**config.mk**
```make
export PLATFORM = sky130hd
export DESIGN_NAME = multi_byte_add_seq
export DESIGN_NICKNAME = d
export VERILOG_FILES = /design/src/rtl/multi_byte_add_pkg.sv /design/src/rtl/add8_core.sv /design/src/rtl/multi_byte_add_seq.sv
export SDC_FILE = /design/constraint.sdc
export NUM_CORES = 1
export LEC_CHECK = 0
export CORE_ASPECT_RATIO = 1.4
export CORE_MARGIN = 10
export CORE_UTILIZATION = 45
export CTS_BUF_LIST = sky130_fd_sc_hd__clkbuf_4 sky130_fd_sc_hd__clkbuf_8
export DETAILED_ROUTE_END_ITERATION = 8
export HOLD_SLACK_MARGIN = 0.05
export PLACE_DENSITY = 0.74
export SLEW_MARGIN = 20
export SYNTH_ARGS = -nofsm -noshare
export SYNTH_HDL_FRONTEND = slang
export SYNTH_SLANG_ARGS = --single-unit
```
**constraint.sdc**
```tcl
create_clock -name clk -period 4.45 [get_ports clk]
set_clock_uncertainty 0.1 [all_clocks]
set_input_delay 1.1125 -clock clk [delete_from_list [all_inputs] [get_ports clk]]
set_output_delay 1.1125 -clock clk [all_outputs]
set_load 0.01 [all_outputs]
```
**src/rtl/multi_byte_add_pkg.sv**
```systemverilog
// ----------------------------------------------------------------------------
// multi_byte_add_pkg
// Shared definitions for the byte-serial wide adder:
//   - state_e   : controller states (IDLE, RUN, DONE)
//   - BYTE_W    : width of the shared adder core
//   - WORDS_MIN / WORDS_MAX : legal range of the operand width in bytes
// ----------------------------------------------------------------------------
package multi_byte_add_pkg;

    localparam int BYTE_W    = 8;
    localparam int WORDS_MIN = 2;
    localparam int WORDS_MAX = 16;

    typedef enum logic [1:0] {
        IDLE = 2'd0,
        RUN  = 2'd1,
        DONE = 2'd2
    } state_e;

endpackage

```
**src/rtl/add8_core.sv**
```systemverilog
// ----------------------------------------------------------------------------
// add8_core
// Combinational 8-bit ripple-carry adder built from 1-bit full adders.
// Ports:
//   a[7:0], b[7:0] : addends
//   cin            : carry into bit 0
//   sum[7:0]       : a + b + cin (low 8 bits)
//   cout           : carry out of bit 7
// ----------------------------------------------------------------------------
module full_adder (
    input  logic a,
    input  logic b,
    input  logic cin,
    output logic sum,
    output logic cout
);
    assign sum  = a ^ b ^ cin;
    assign cout = (a & b) | (cin & (a ^ b));
endmodule

module add8_core (
    input  logic [7:0] a,
    input  logic [7:0] b,
    input  logic       cin,
    output logic [7:0] sum,
    output logic       cout
);
    logic [8:0] carry_s;

    assign carry_s[0] = cin;

    for (genvar i = 0; i < 8; i++) begin : g_bit
        full_adder u_fa (
            .a    (a[i]),
            .b    (b[i]),
            .cin  (carry_s[i]),
            .sum  (sum[i]),
            .cout (carry_s[i+1])
        );
    end

    assign cout = carry_s[8];
endmodule

```
**src/rtl/multi_byte_add_seq.sv**
```systemverilog
// ----------------------------------------------------------------------------
// multi_byte_add_seq
// Adds two WORDS-byte operands by running one shared 8-bit adder core over
// the bytes, least significant first, one byte per clock. The carry between
// bytes is kept in a register. Latency: done pulses WORDS edges after the
// accepted start edge.
// Optional feature macro: MULTI_BYTE_ADD_SEQ_SUB_EN (adds the 'sub' port for
// a - b via b inversion and a forced initial carry of 1).
// Ports:
//   clk    : rising-edge clock
//   rst    : synchronous active-high reset
//   start  : request, only looked at while busy=0
//   a, b   : operands (8*WORDS bits), captured on the accepted start
//   cin    : initial carry, captured on the accepted start
//   sub    : (macro only) subtract instead of add, captured on start
//   busy   : operation in progress (RUN and DONE)
//   done   : one-cycle pulse, sum/cout valid
//   sum    : result, held until the next accepted start
//   cout   : carry out of the top byte (no-borrow flag when subtracting)
// ----------------------------------------------------------------------------
module multi_byte_add_seq
    import multi_byte_add_pkg::*;
#(
    parameter int WORDS = 4
) (
    input  logic                    clk,
    input  logic                    rst,
    input  logic                    start,
    input  logic [8*WORDS-1:0]      a,
    input  logic [8*WORDS-1:0]      b,
    input  logic                    cin,
`ifdef MULTI_BYTE_ADD_SEQ_SUB_EN
    input  logic                    sub,
`endif
    output logic                    busy,
    output logic                    done,
    output logic [8*WORDS-1:0]      sum,
    output logic                    cout
);

    localparam int W     = WORDS * BYTE_W;
    localparam int IDX_W = $clog2(WORDS);
    localparam logic [IDX_W-1:0] IDX_LAST = IDX_W'(WORDS - 1);

    state_e           state_q, state_d;
    logic [IDX_W-1:0] idx_q,   idx_d;
    logic [W-1:0]     a_q,     a_d;
    logic [W-1:0]     b_q,     b_d;
    logic [W-1:0]     sum_q,   sum_d;
    logic             carry_q, carry_d;
    logic             cout_q,  cout_d;
    logic             busy_q,  busy_d;
    logic             done_q,  done_d;
`ifdef MULTI_BYTE_ADD_SEQ_SUB_EN
    logic             sub_q,   sub_d;
`endif

    logic [BYTE_W-1:0] core_a_s;
    logic [BYTE_W-1:0] core_b_s;
    logic [BYTE_W-1:0] b_byte_s;
    logic [BYTE_W-1:0] core_sum_s;
    logic              core_cout_s;

    // Select the current operand bytes for the shared core.
    always_comb begin
        core_a_s = a_q[BYTE_W*int'(idx_q) +: BYTE_W];
        b_byte_s = b_q[BYTE_W*int'(idx_q) +: BYTE_W];
`ifdef MULTI_BYTE_ADD_SEQ_SUB_EN
        // Subtraction is a + ~b + 1; the +1 comes from the initial carry.
        if (sub_q) begin
            core_b_s = ~b_byte_s;
        end else begin
            core_b_s = b_byte_s;
        end
`else
        core_b_s = b_byte_s;
`endif
    end

    add8_core u_core (
        .a    (core_a_s),
        .b    (core_b_s),
        .cin  (carry_q),
        .sum  (core_sum_s),
        .cout (core_cout_s)
    );

    // Controller next-state and datapath register updates.
    always_comb begin
        state_d = state_q;
        idx_d   = idx_q;
        a_d     = a_q;
        b_d     = b_q;
        sum_d   = sum_q;
        carry_d = carry_q;
        cout_d  = cout_q;
        busy_d  = busy_q;
        done_d  = 1'b0;
`ifdef MULTI_BYTE_ADD_SEQ_SUB_EN
        sub_d   = sub_q;
`endif
        case (state_q)
            IDLE: begin
                if (start) begin
                    a_d     = a;
                    b_d     = b;
                    idx_d   = {IDX_W{1'b0}};
                    sum_d   = {W{1'b0}};
                    cout_d  = 1'b0;
                    busy_d  = 1'b1;
                    state_d = RUN;
`ifdef MULTI_BYTE_ADD_SEQ_SUB_EN
                    sub_d   = sub;
                    if (sub) begin
                        carry_d = 1'b1;
                    end else begin
                        carry_d = cin;
                    end
`else
                    carry_d = cin;
`endif
                end else begin
                    busy_d  = 1'b0;
                    state_d = IDLE;
                end
            end
            RUN: begin
                sum_d[BYTE_W*int'(idx_q) +: BYTE_W] = core_sum_s;
                carry_d = core_cout_s;
                busy_d  = 1'b1;
                if (idx_q == IDX_LAST) begin
                    // Last byte: publish the final carry, idx stays in range.
                    cout_d  = core_cout_s;
                    done_d  = 1'b1;
                    state_d = DONE;
                end else begin
                    idx_d   = idx_q + IDX_W'(1);
                    state_d = RUN;
                end
            end
            DONE: begin
                // start is deliberately not sampled here.
                busy_d  = 1'b0;
                state_d = IDLE;
            end
            default: begin
                busy_d  = 1'b0;
                state_d = IDLE;
            end
        endcase
    end

    // State and datapath registers with synchronous reset.
    always_ff @(posedge clk) begin
        if (rst) begin
            state_q <= IDLE;
            idx_q   <= {IDX_W{1'b0}};
            a_q     <= {W{1'b0}};
            b_q     <= {W{1'b0}};
            sum_q   <= {W{1'b0}};
            carry_q <= 1'b0;
            cout_q  <= 1'b0;
            busy_q  <= 1'b0;
            done_q  <= 1'b0;
`ifdef MULTI_BYTE_ADD_SEQ_SUB_EN
            sub_q   <= 1'b0;
`endif
        end else begin
            state_q <= state_d;
            idx_q   <= idx_d;
            a_q     <= a_d;
            b_q     <= b_d;
            sum_q   <= sum_d;
            carry_q <= carry_d;
            cout_q  <= cout_d;
            busy_q  <= busy_d;
            done_q  <= done_d;
`ifdef MULTI_BYTE_ADD_SEQ_SUB_EN
            sub_q   <= sub_d;
`endif
        end
    end

    assign busy = busy_q;
    assign done = done_q;
    assign sum  = sum_q;
    assign cout = cout_q;

endmodule

```
=== Word-level counts from Yosys, hierarchy flattened ===
Cells that the tools add are included.

* Flip-flop bits (word level): 104
* Output and inout port bits: 35
* Logic and storage cells: 85

* $add $sub $neg: 2
* Equality and inequality tests: 5
* Shift operators: 4
* Mux-type cells: 17
* Bitwise logic cells: 41
* Reductions and logical operators: 7

{| class="wikitable"
|+ Operator list
! operator !! number
|-
| one-hot mux 32 bit (2 select lines) || 1
|-
| indexed part select 32 x 6 -> 8 bit || 2
|-
| negation 5 -> 33 bit || 1
|-
| variable shift 8 x 33 -> 32 bit (first input constant) || 1
|-
| indexed part select 8 x 33 -> 32 bit || 1
|-
| bitwise mux 32 bit || 1
|-
| 2-to-1 mux 32 bit || 1
|-
| AND 1 bit || 16
|-
| bitwise XOR 1 bit || 16
|-
| bitwise OR 1 bit || 8
|-
| one-hot mux 2 bit (2 select lines) || 2
|-
| 2-to-1 mux 1 bit || 6
|-
| 2-to-1 mux 2 bit || 3
|-
| != test 2 bit (second input constant) || 3
|-
| one-hot mux 1 bit (2 select lines) || 3
|-
| AND reduction 3 bit || 2
|-
| AND reduction 2 bit || 2
|-
| adder 2 x 1 -> 2 bit (second input constant) || 1
|-
| == test 2 x 1 -> 1 bit (second input constant) || 1
|-
| == test 2 bit (second input constant) || 1
|-
| zero test 2 bit || 1
|-
| nonzero test 2 bit || 1
|-
| OR reduction 2 bit || 1
|-
| inverter 1 bit || 1
|}

=== Longest topological paths before layout ===
* Depth after elaboration: 20
* Gate-level depth with buffers: 17
* Depth with buffers taken out: 15

=== Modules after synthesis ===
From an unflattened synthesis, not the netlist that was laid out.

* Cells, all modules: 433
* Area total of the unflattened synthesis: 4282.9 sq um

{| class="wikitable"
|+ By module, submodules not included
! module !! instances !! cells each !! area each (sq um)
|-
| multi_byte_add_seq || 1 || 425 || 4122.7
|-
| full_adder || 8 || 1 || 20.0
|}

=== Worst setup path before layout ===
OpenSTA, ideal clock, no wires.

* Path kind: register -> register
* Start point: register idx_q[1]
* End point: register sum_q[23], in the netlist sum[23]
* Setup time: 0.117 ns
* Arrival time: 4.474 ns
* Required time: 4.233 ns
* Slack: -0.241 ns
* Cell stages (with the launch flop): 17
* Buffers on the path: 2
* Cell sequence: dfxtp_1 > clkbuf_1 > clkbuf_1 > mux4_2 > inv_1 > fa_1 > fa_1 > fa_1 > fa_1 > fa_1 > inv_1 > fa_1 > inv_1 > fa_1 > inv_1 > fa_1 > a22o_1

* Word-level cells in the longest chain between the ends: 20
* Elaborated cells on any way between the ends: 44

{| class="wikitable"
|+ Ends and longest elaborated chain
! what !! line !! text
|-
| from (decl) || multi_byte_add_seq.sv:46 || <nowiki>logic [IDX_W-1:0] idx_q, idx_d;</nowiki>
|-
| from (signal assigned) || multi_byte_add_seq.sv:157 || <nowiki>idx_q <= {IDX_W{1'b0}};</nowiki>
|-
| from (signal assigned) || multi_byte_add_seq.sv:170 || <nowiki>idx_q <= idx_d;</nowiki>
|-
| indexed part select 32 x 6 -> 8 bit (on tied branches) || multi_byte_add_seq.sv:66, multi_byte_add_seq.sv:67 ||
|-
| bitwise XOR 1 bit || add8_core.sv:17, add8_core.sv:18 ||
|-
| AND 1 bit || add8_core.sv:18 || <nowiki>assign cout = (a & b) | (cin & (a ^ b));</nowiki>
|-
| bitwise OR 1 bit || add8_core.sv:18 ||
|-
| AND 1 bit || add8_core.sv:18 ||
|-
| bitwise OR 1 bit || add8_core.sv:18 ||
|-
| AND 1 bit || add8_core.sv:18 ||
|-
| bitwise OR 1 bit || add8_core.sv:18 ||
|-
| [... 4 more ...] || -- ||
|-
| AND 1 bit || add8_core.sv:18 ||
|-
| bitwise OR 1 bit || add8_core.sv:18 ||
|-
| AND 1 bit || add8_core.sv:18 ||
|-
| bitwise OR 1 bit || add8_core.sv:18 ||
|-
| bitwise XOR 1 bit || add8_core.sv:17 || <nowiki>assign sum = a ^ b ^ cin;</nowiki>
|-
| indexed part select 8 x 33 -> 32 bit || multi_byte_add_seq.sv:128 || <nowiki>sum_d[BYTE_W*int'(idx_q) +: BYTE_W] = core_sum_s;</nowiki>
|-
| bitwise mux 32 bit (*) || multi_byte_add_seq.sv:128 ||
|-
| one-hot mux 32 bit (2 select lines) (*) || multi_byte_add_seq.sv:102 || <nowiki>case (state_q)</nowiki>
|-
| to (signal assigned) || multi_byte_add_seq.sv:160 || <nowiki>sum_q <= {W{1'b0}};</nowiki>
|-
| to (signal assigned) || multi_byte_add_seq.sv:173 || <nowiki>sum_q <= sum_d;</nowiki>
|-
| to (decl) || multi_byte_add_seq.sv:49 || <nowiki>logic [W-1:0] sum_q, sum_d;</nowiki>
|}

Mark *: on every way between the ends. The rest lies on a longest branch, timed or not.
A chain may end at the register's enable or synchronous reset.

=== Worst setup path after layout ===
* Start point: register idx_q[0]
* End point: register sum_q[31], in the netlist sum[31]

Same word-level chain as after synthesis.

==> results.py <==
metrics = {
    "status": {
        "run_status": "finished, final reports clean",
    },
    "timing": {
        "final_hold_viol_count": 0,
        "max_freq_ghz": 0.236,
        "timing.setup.tns_ns": 0,
        "timing.final.setup_violations": 0,
        "final_count_of_pins_violating_max_slew": 0,
        "slew_headroom_pct": 47.9,
        "timing.final.crit_share_pct": 95.4,
        "worst_pin_slew_ns": 0.782,
        "min_period_ns": 4.24,
        "rsz0062_at_grt": "no",
    },
    "finish": {
        "nFillCells": 796,
        "layout_cell_area_excl_fill_um2": 5510,
        "finalNetCount": 621,
        "multiInputGateArea_um2": 1970,
        "number_of_antenna_repair_diodes": 0,
        "final_layout_size_suffix_gt1_share_pct": 9.71,
        "layoutNonFillerInstCount": 653,
        "regArea_um2": 2080,
        "area_growth_pct": 29.4,
    },
    "clocking": {
        "holdBufCountCts": 0,
        "clock_transition_at_path_regs_ns": 0.09,
        "htree_num_levels": 3,
        "cts_setup_buffers": 0,
        "ctsResizeCount": 0,
        "cts_num_sinks": 104,
        "cts_root_buffer": "sky130_fd_sc_hd__clkbuf_8",
        "clk_latency_ns": 0.36,
        "cts.path.max_buffers": 2,
        "numCtsBuffers": 9,
        "cts_tree": "built",
    },
    "placement": {
        "dpl-instance-area_um2": 5320,
        "gp_congestion": 0.824,
        "post-dp-hpwl_um": 8350,
        "dp.cells": 637,
        "port-buffer-count": 102,
    },
    "drt": {
        "post_drt_wl_per_cell_um": 16.5,
        "detailedRoute.firstIterationViolations": 170,
        "vias_per_cell": 5.27,
        "postRouteAntennaNets": 0,
        "via_count": 3443,
        "dr.pass1.iters": 4,
        "drt-total-wl_um": 10800,
        "drc": 0,
    },
    "grt": {
        "track_usage_pct": 15.7,
        "first_global_vias": 3575,
        "grt_antenna_before_repair": 0,
        "grt_pass1_wl_um": 17400,
        "grt_start_max_net_pins": 75,
        "grt-ovfl-total": 0,
    },
    "flow_run": {
        "drv.max_cap_violation_count": 0,
    },
    "floorplanning": {
        "floorplan.io_pins": 103,
        "core_um2": 9130,
        "die_w_um": 102,
        "dieArea_um2": 13800,
        "start_util_pct": 46.6,
        "fp.dieH_um": 135,
        "rows": 41,
    },
    "logic_synthesis": {
        "netlist_top_cells_area": "sky130_fd_sc_hd__dfxtp_1, sky130_fd_sc_hd__nand2_1, sky130_fd_sc_hd__mux4_2",
        "synth_cells": 453,
        "synth_adder_area_share_pct": 4.94,
        "netlist.top_cell.by_area": "sky130_fd_sc_hd__dfxtp_1",
        "synth_top_area_share_pct": 48.9,
        "synth_async_reset_ratio_pct": 0,
        "synth_area_um2": 4260,
        "post_synth_and_or_nand_nor_area_fraction_pct": 15.3,
        "yosys.area_share.xor_xnor_pct": 0,
        "synth_compound_gate_area_share_pct": 16.0,
        "multiplexer_area_fraction_after_synthesis_pct": 9.76,
        "number_of_flops_mapped_to_enable_cells_by_yosys": 0,
        "avg_inst_size_synth_um2": 9.40,
        "synth.distinct_cells": 37,
        "mappedNetlistNets": 533,
        "seq_area_frac_synth_pct": 48.9,
        "synth.top_cells.by_count": "sky130_fd_sc_hd__nand2_1, sky130_fd_sc_hd__dfxtp_1, sky130_fd_sc_hd__a21oi_1",
        "most_common_flop_cell_mapped_by_yosys": "sky130_fd_sc_hd__dfxtp_1",
        "synth-warning-count": 0,
        "largest_family_of_logic_cells_by_synthesized_area": "compound AO/OA/AOI/OAI gates",
        "synth-seq-cells": 104,
        "yosysMostFrequentCell": "sky130_fd_sc_hd__nand2_1",
    },
    "power": {
        "power.leakage_nw": 1.94,
        "ir_worst_vdd_uv": 183,
        "powerDensity_nw_per_um2": 325,
        "total_power_of_the_final_layout_mw": 1.79,
    },
    "critical_path": {
        "data_arrival_time_of_the_critical_path_ns": 4.40,
        "crit_fanout": 4,
        "timing_worst_setup_path_type": "reg2reg",
        "worst-endpoint-required_ns": 4.60,
        "startpoint_type": "flip-flop",
        "endpoint_kind": "flip-flop",
    },
    "hold_path": {
        "worst_hold_path_type": "reg2reg",
    },
}
kinds of logic after synthesis:
family / Yosys count
DFF: 104
AOI/OAI and AO/OA: 107
muxes: 21
adders and majority gates: 12
and+or+nand+nor: 157
buffers and inverters: 52
per-layer routing:
layer	track usage, %	wire length, µm	part of all wire [%]
met5	0	0	0
met4	5.82	195	1.8
met3	2.96	561	5.2
met2	28.2	5580	52
met1	17.7	4460	41
layout make-up:
cell class | instances | area share, %
Tap cell | 107 | 2.43
Timing Repair Buffer | 108 | 19.3
Clock buffer | 10 | 2.50
Sequential cell | 104 | 37.8
Clock inverter | 6 | 0.772
Inverter | 21 | 1.43
Multi-Input combinational cell | 297 | 35.8
registers in the layout (all words and copies together), names as in the netlist:
| register | flops |
|---|---|
| carry_q | 1 |
| sum | 32 |
| busy | 1 |
| idx_q | 2 |
| done | 1 |
| b_q | 32 |
| cout | 1 |
| state_q | 2 |
| a_q | 32 |
worst paths after layout:
check / slack (ns) / to / from / depth (start not counted)
hold reg to reg: 0.36 / a_q[20] / a_q[20] / 2
hold / removal: 0.36 / a_q[20] / a_q[20] / 2
setup reg to reg: 0.21 / sum[31] / idx_q[0] / 14
setup / recovery: 0.21 / sum[31] / idx_q[0] / 14
placed cells by master (no fill, tap or decap), drive strengths merged:
cell type      instances
clkdlybuf4s50        101
a221oi                 1
clkbuf                10
nand3                  1
or4                    1
nand3b                 1
nor3b                  1
nor2                   7
nand2b                 2
and4bb                 1
and3                   1
a21oi                 70
mux2i                  1
o21bai                 1
o2bb2ai               26
and2                   1
a22o                   6
and4                   1
clkinvlp               2
o32a                   1
fa                     8
buf                    7
inv                   21
dfxtp                104
mux4                  16
ha                     4
nand4                  2
nand2                133
nor4                   1
mux2                   4
or3b                   1
or2                    1
nor4b                  1
nand4b                 1
clkinv                 4
a31oi                  2
metrics by stage:
stage                     util (%)  worst slack [ns]  hold WS [ns]
after global placement        58.3             0.209         0.342
after detailed placement      58.3             0.133         0.344
final                         60.3             0.207         0.356
after global routing          60.3            0.0487         0.375
after CTS                     60.3             0.123         0.358
after floorplan                  -            0.0257         0.333
worst max-delay path: stages, from the launching register on:
cell	delay, ns
sky130_fd_sc_hd__dfxtp_2	0.36
sky130_fd_sc_hd__mux4_2	0.34
sky130_fd_sc_hd__inv_1	0.05
sky130_fd_sc_hd__fa_1	0.41
sky130_fd_sc_hd__fa_1	0.40
sky130_fd_sc_hd__fa_1	0.40
sky130_fd_sc_hd__fa_2	0.36
sky130_fd_sc_hd__fa_1	0.36
sky130_fd_sc_hd__inv_1	0.07
sky130_fd_sc_hd__fa_1	0.15
sky130_fd_sc_hd__inv_1	0.05
sky130_fd_sc_hd__fa_1	0.35
sky130_fd_sc_hd__inv_1	0.08
sky130_fd_sc_hd__fa_2	0.46
sky130_fd_sc_hd__a22o_1	0.21
where the power goes:
group,internal [mW],switching [mW]
Sequential,0.969,0.0235
Combinational,0.130,0.127
Clock,0.220,0.319
Total,1.32,0.469
No activity file was read; power rests on OpenSTA's default activity.
